<file path="src/rtl/nios_altmemddr_0_ex_lfsr_seq.sv">
// Write-then-verify memory sequencer: streams an external LFSR into 2^ADDR_W words,
// rewinds the LFSR to its seed, reads every word back and counts mismatches.
module nios_altmemddr_0_ex_lfsr_seq #(
  parameter logic [7:0] SEED   = 8'd32,
  parameter int         ADDR_W = 8
) (
  input  logic              clk,
  input  logic              reset,
  input  logic              start,
  input  logic              abort,
  output logic              busy,
  output logic              done,
  output logic              pass,
  output logic              fail,
  output logic [7:0]        err_count,
  output logic [ADDR_W-1:0] first_err_addr,
  output logic              wr_req,
  input  logic              wr_ack,
  output logic              rd_req,
  input  logic              rd_ack,
  input  logic              rd_valid,
  input  logic [7:0]        rd_data,
  output logic [ADDR_W-1:0] mem_addr,
  output logic [7:0]        wr_data,
  output logic              lfsr_enable,
  output logic              lfsr_pause,
  output logic              lfsr_load,
  output logic [7:0]        lfsr_ldata,
  input  logic [7:0]        lfsr_data
);

  typedef enum logic [2:0] {
    S_IDLE,
    S_WRITE,
    S_REWIND,
    S_READ,
    S_WAIT_DATA,
    S_FINISH
  } state_t;

  localparam logic [ADDR_W-1:0] LAST_ADDR = '1;

  state_t            state_q, state_d;
  logic [ADDR_W-1:0] addr_q, addr_d;
  logic [ADDR_W-1:0] first_err_q, first_err_d;
  logic [7:0]        err_q, err_d;
  logic              pass_q, pass_d;
  logic              fail_q, fail_d;
  logic              mismatch;

  assign mismatch = (rd_data != lfsr_data);

  always_comb begin
    state_d     = state_q;
    addr_d      = addr_q;
    first_err_d = first_err_q;
    err_d       = err_q;
    pass_d      = pass_q;
    fail_d      = fail_q;
    lfsr_pause  = 1'b1;

    case (state_q)
      S_IDLE: begin
        addr_d = '0;
        if (start) begin
          state_d     = S_WRITE;
          err_d       = 8'd0;
          first_err_d = '0;
          pass_d      = 1'b0;
          fail_d      = 1'b0;
        end
      end
      S_WRITE: begin
        if (wr_ack) begin
          lfsr_pause = 1'b0;
          addr_d     = addr_q + 1'b1;
          if (addr_q == LAST_ADDR) state_d = S_REWIND;
        end
      end
      S_REWIND: state_d = S_READ;
      S_READ: begin
        if (rd_ack) state_d = S_WAIT_DATA;
      end
      S_WAIT_DATA: begin
        if (rd_valid) begin
          lfsr_pause = 1'b0;
          if (mismatch) begin
            if (err_q != 8'hFF) err_d = err_q + 8'd1;
            if (err_q == 8'd0)  first_err_d = addr_q;
          end
          if (addr_q == LAST_ADDR) begin
            state_d = S_FINISH;
            addr_d  = '0;
            pass_d  = (err_d == 8'd0);
            fail_d  = (err_d != 8'd0);
          end else begin
            addr_d  = addr_q + 1'b1;
            state_d = S_READ;
          end
        end
      end
      S_FINISH: state_d = S_IDLE;
      default:  state_d = S_IDLE;
    endcase

    // Abort overrides any same-cycle ack/valid; FINISH already ends the pass.
    if (abort && (state_q != S_IDLE) && (state_q != S_FINISH)) begin
      state_d     = S_FINISH;
      addr_d      = '0;
      err_d       = err_q;
      first_err_d = first_err_q;
      pass_d      = 1'b0;
      fail_d      = 1'b1;
      lfsr_pause  = 1'b1;
    end
  end

  always_ff @(posedge clk) begin
    if (reset) begin
      state_q     <= S_IDLE;
      addr_q      <= '0;
      first_err_q <= '0;
      err_q       <= 8'd0;
      pass_q      <= 1'b0;
      fail_q      <= 1'b0;
    end else begin
      state_q     <= state_d;
      addr_q      <= addr_d;
      first_err_q <= first_err_d;
      err_q       <= err_d;
      pass_q      <= pass_d;
      fail_q      <= fail_d;
    end
  end

  assign busy           = (state_q != S_IDLE);
  assign done           = (state_q == S_FINISH);
  assign wr_req         = (state_q == S_WRITE);
  assign rd_req         = (state_q == S_READ);
  assign lfsr_load      = (state_q == S_REWIND);
  assign lfsr_enable    = busy;
  assign lfsr_ldata     = SEED;
  assign wr_data        = lfsr_data;
  assign mem_addr       = addr_q;
  assign pass           = pass_q;
  assign fail           = fail_q;
  assign err_count      = err_q;
  assign first_err_addr = first_err_q;

endmodule
</file>
<file path="config.mk">
export PLATFORM = sky130hd
export DESIGN_NAME = nios_altmemddr_0_ex_lfsr_seq
export DESIGN_NICKNAME = d
export VERILOG_FILES = /design/src/rtl/nios_altmemddr_0_ex_lfsr_seq.sv
export SDC_FILE = /design/constraint.sdc
export NUM_CORES = 1
export LEC_CHECK = 0
export CAP_MARGIN = 5
export CELL_PAD_IN_SITES_DETAIL_PLACEMENT = 1
export CELL_PAD_IN_SITES_GLOBAL_PLACEMENT = 1
export CORE_AREA = 5 5 87 89
export DETAILED_ROUTE_END_ITERATION = 12
export DIE_AREA = 0 0 92 94
export PLACE_DENSITY_LB_ADDON = 0.2
export RECOVER_POWER = 50
export SLEW_MARGIN = 20
export SYNTH_ARGS = -nofsm -noshare
export SYNTH_HDL_FRONTEND = slang
export SYNTH_SLANG_ARGS = --single-unit
</file>
<file path="constraint.sdc">
create_clock -name clk -period 2.47 [get_ports clk]
set_input_delay 0.494 -clock clk [delete_from_list [all_inputs] [get_ports clk]]
set_output_delay 0.494 -clock clk [all_outputs]
set_load 0.1 [all_outputs]
</file>
==> reports/metrics.cfg <==
[clock_tree]
numCtsBuffers=5
clk-insertion-delay-late_ps=290
htreeDepth=2
clkTransAtPathRegs_ps=60
clock_path_buffers=2
numClockSinks=29
root_buffer=clkbuf_8
cts_tree=done
ctsHoldBuffers=0

[job]
maxCapViolations=0

[floorplan]
die_width_um=92
dieArea_um2=8648
initial_core_util_pct=31.33
io-pin-count=72
rows=30
dieHeight_um=94
core_area_um2=6681

[drt]
drc_errors=0
avgViaCountPerCell=5.075
routedWlPerCell_um=15.38
firstDrtPassIters=4
drt-initial-drc-count=104
ant_nets=0
dr_total_vias=2172
wl_mm=6.584

[setup_path]
critical_path.max_fanout=13
path_cells=clkdlybuf4s50_1 > xor2_1 > nor4_2 > buf_4 > a211oi_1 > o21ai_2 > buf_4 > or3_2 > a21oi_1
end_kind=flip-flop
crit_type=input port to flip-flop
rr_endpoint=state_q[0]
cpMaxStageDelayCell=clkdlybuf4s50_1
cpPeakStageDelay_ps=500
crit_required_ps=2690
reg2reg_slack_ps=400
crit_top_cell=buf_4
reg2reg_depth=7
worst_setup_path_start_kind=input port
cp_data_arrival_time_ps=2530
reg2reg_from=mem_addr[0]
worst_path_dominant_cell_family=buffers and inverters
crit_buf_inv=3

[timing]
fmax_mhz=431.5
slew_viol_final=0
rsz0062_at_grt=false
hold_violations=0
min_period_over_period_pct=93.82
fin_skew_ps=9.150
worstMarginPinSlew_ps=1177
period_minus_slack_ps=2317
setup_viol=0
max_slew_margin_pct=21.87
fin_tns_setup_ps=0

[pwr]
power_mw=2.586
leakagePower_nw=1.101
power_density_nw_per_um2=913.1
ir_drop_mv=0.9259

[placed_design]
gp_congestion=0.8024
hpwl_mm=5.225
port_buffers=63

[synthesis]
synthArstFlopShare_pct=0
synthCells=274
ys.warnings.count=0
synthesis.area_um2=2093
synthFlopType=dfxtp_1
synth_edf_count=0
ys_ff_latch=29
synth_top_cell_by_area=dfxtp_1
yosysSeqAreaShare_pct=27.73
synth_area_per_cell_um2=7.640
netlist.area_leader.share_pct=27.73
synth_cell_type_count=52
synth.top_cells.by_area=dfxtp_1, buf_4, nand2_1

[cells_and_area]
layout.nets=373
drive_above_1_share_pct=25.57
syn2layout_area_growth_pct=35.27
fillers=847
antennaDiodeCount=0
final_util_pct=42.38
final_cell_mix=buf_4, nand2_1, nor2_1
final_common_cell=buf_4

[grt]
grt_pass1_wl_mm=10.72
grt_overflow=0
antenna_found_initial=0
grt_max_degree=21
grt_pass1_vias=2230
grt_usage_pct=15.31

[min_path]
min_to=first_err_addr[5]
hold_class=flip-flop to flip-flop
whs_path_depth=2
min_from=first_err_addr[5]

[run_status]
status=complete, no violations

-- cell families (layout without fill, tap and decap cells) --
logic type / count (synthesis) / count (layout) / synth area share (%)
buffers and inverters: 49 / 117 / 13.93
other: 2 / 8 / 0.3588
xor gates and xnor gates: 15 / 15 / 6.276
and+or+nand+nor: 105 / 105 / 26.42
muxes: 5 / 5 / 2.510
DFF: 29 / 29 / 27.73
adders and majority gates: 3 / 3 / 1.793
AOI/OAI and AO/OA: 66 / 66 / 20.98
-- how the worst max path moves through the flow --
stage	start	end	slack, ps	cells after the start
floorplan	state_q[1]	done	-10	3
global placement	lfsr_data[2]	first_err_addr[4]	-60	9
detailed placement	lfsr_data[2]	first_err_addr[1]	-150	9
CTS	lfsr_data[2]	first_err_addr[4]	140	9
global route	lfsr_data[5]	fail	30	9
finish	lfsr_data[2]	first_err_addr[7]	150	9
-- Yosys cell counts (4+ instances only) --
library cell  instances
or3_1                 4
xor2_1               11
xnor2_1               4
buf_6                 5
nor3_1                6
a31oi_1               7
nand3_1               5
nand2_1              29
inv_1                16
and2_1                4
o21ai_0              11
nor2b_1               5
and3_1                4
buf_4                17
a21oi_1              19
or3_2                 5
nand4_1               5
clkbuf_1              5
buf_2                 4
dfxtp_1              29
a211oi_1              6
nor2_1               26
-- flip-flops by register name, indices dropped and copies added (netlist names) --
name,count
mem_addr,8
first_err_addr,8
err_count,8
fail,1
pass,1
state_q,3
-- per-stage QoR --
stage | cell area (µm²) | std cells | worst slack [ps] | hold WS [ps]
2_1_floorplan | 2140 | 280 | -9.629 | 664.1
3_3_place_gp | 2949 | 420 | -59.23 | 442.9
3_5_place_dp | 2949 | 420 | -146.0 | 449.4
4_1_cts | 3040 | 428 | 142.1 | 458.8
5_1_grt | 2831 | 428 | 30.20 | 483.7
6_report | 2831 | 428 | 152.7 | 452.0
-- worst register-to-register path, delay by kind of cell (launching register included) --
family / cells / cell delay [ps]
fa+ha+maj: 1 / 170
compound gates: 1 / 440
simple gates: 4 / 740
mux: 1 / 250
flops: 1 / 370
-- metal layers --
layer,up-vias,global-route usage [%],share of wire (%)
met3,4,3.686,4.5
met1,1041,17.98,44
met4,0,3.342,0.39
met2,46,28.10,51
li1,1081,-,-
met5,-,0,0
-- repair_timing --
| item | 4_1_cts | 5_1_grt |
|---|---|---|
| endpoints found under the setup margin | 0 | 1 |
| setup buffers | 0 | 0 |
| hold endpoints to repair | 0 | 0 |
| resized for setup | 0 | 1 |
-- power breakdown --
group | total (mW) | switching, mW | internal [mW]
sequential | 0.570 | 0.0658 | 0.504
combinational | 1.61 | 1.07 | 0.543
clock | 0.404 | 0.206 | 0.197
total | 2.59 | 1.34 | 1.24
-- area by class of cell --
cell class              instances  area (µm²)  share of cell area [%]
multi-input cells             202        1254                   44.28
flip-flops and latches         29       593.1                   20.95
repair buffers                 93       733.2                   25.89
inverters                      16       60.06                   2.121
clock buffers                   5       68.82                   2.430
well taps                      80       100.1                   3.535
clock inverters                 3       22.52                  0.7954
No activity file was read; power rests on OpenSTA's default activity.
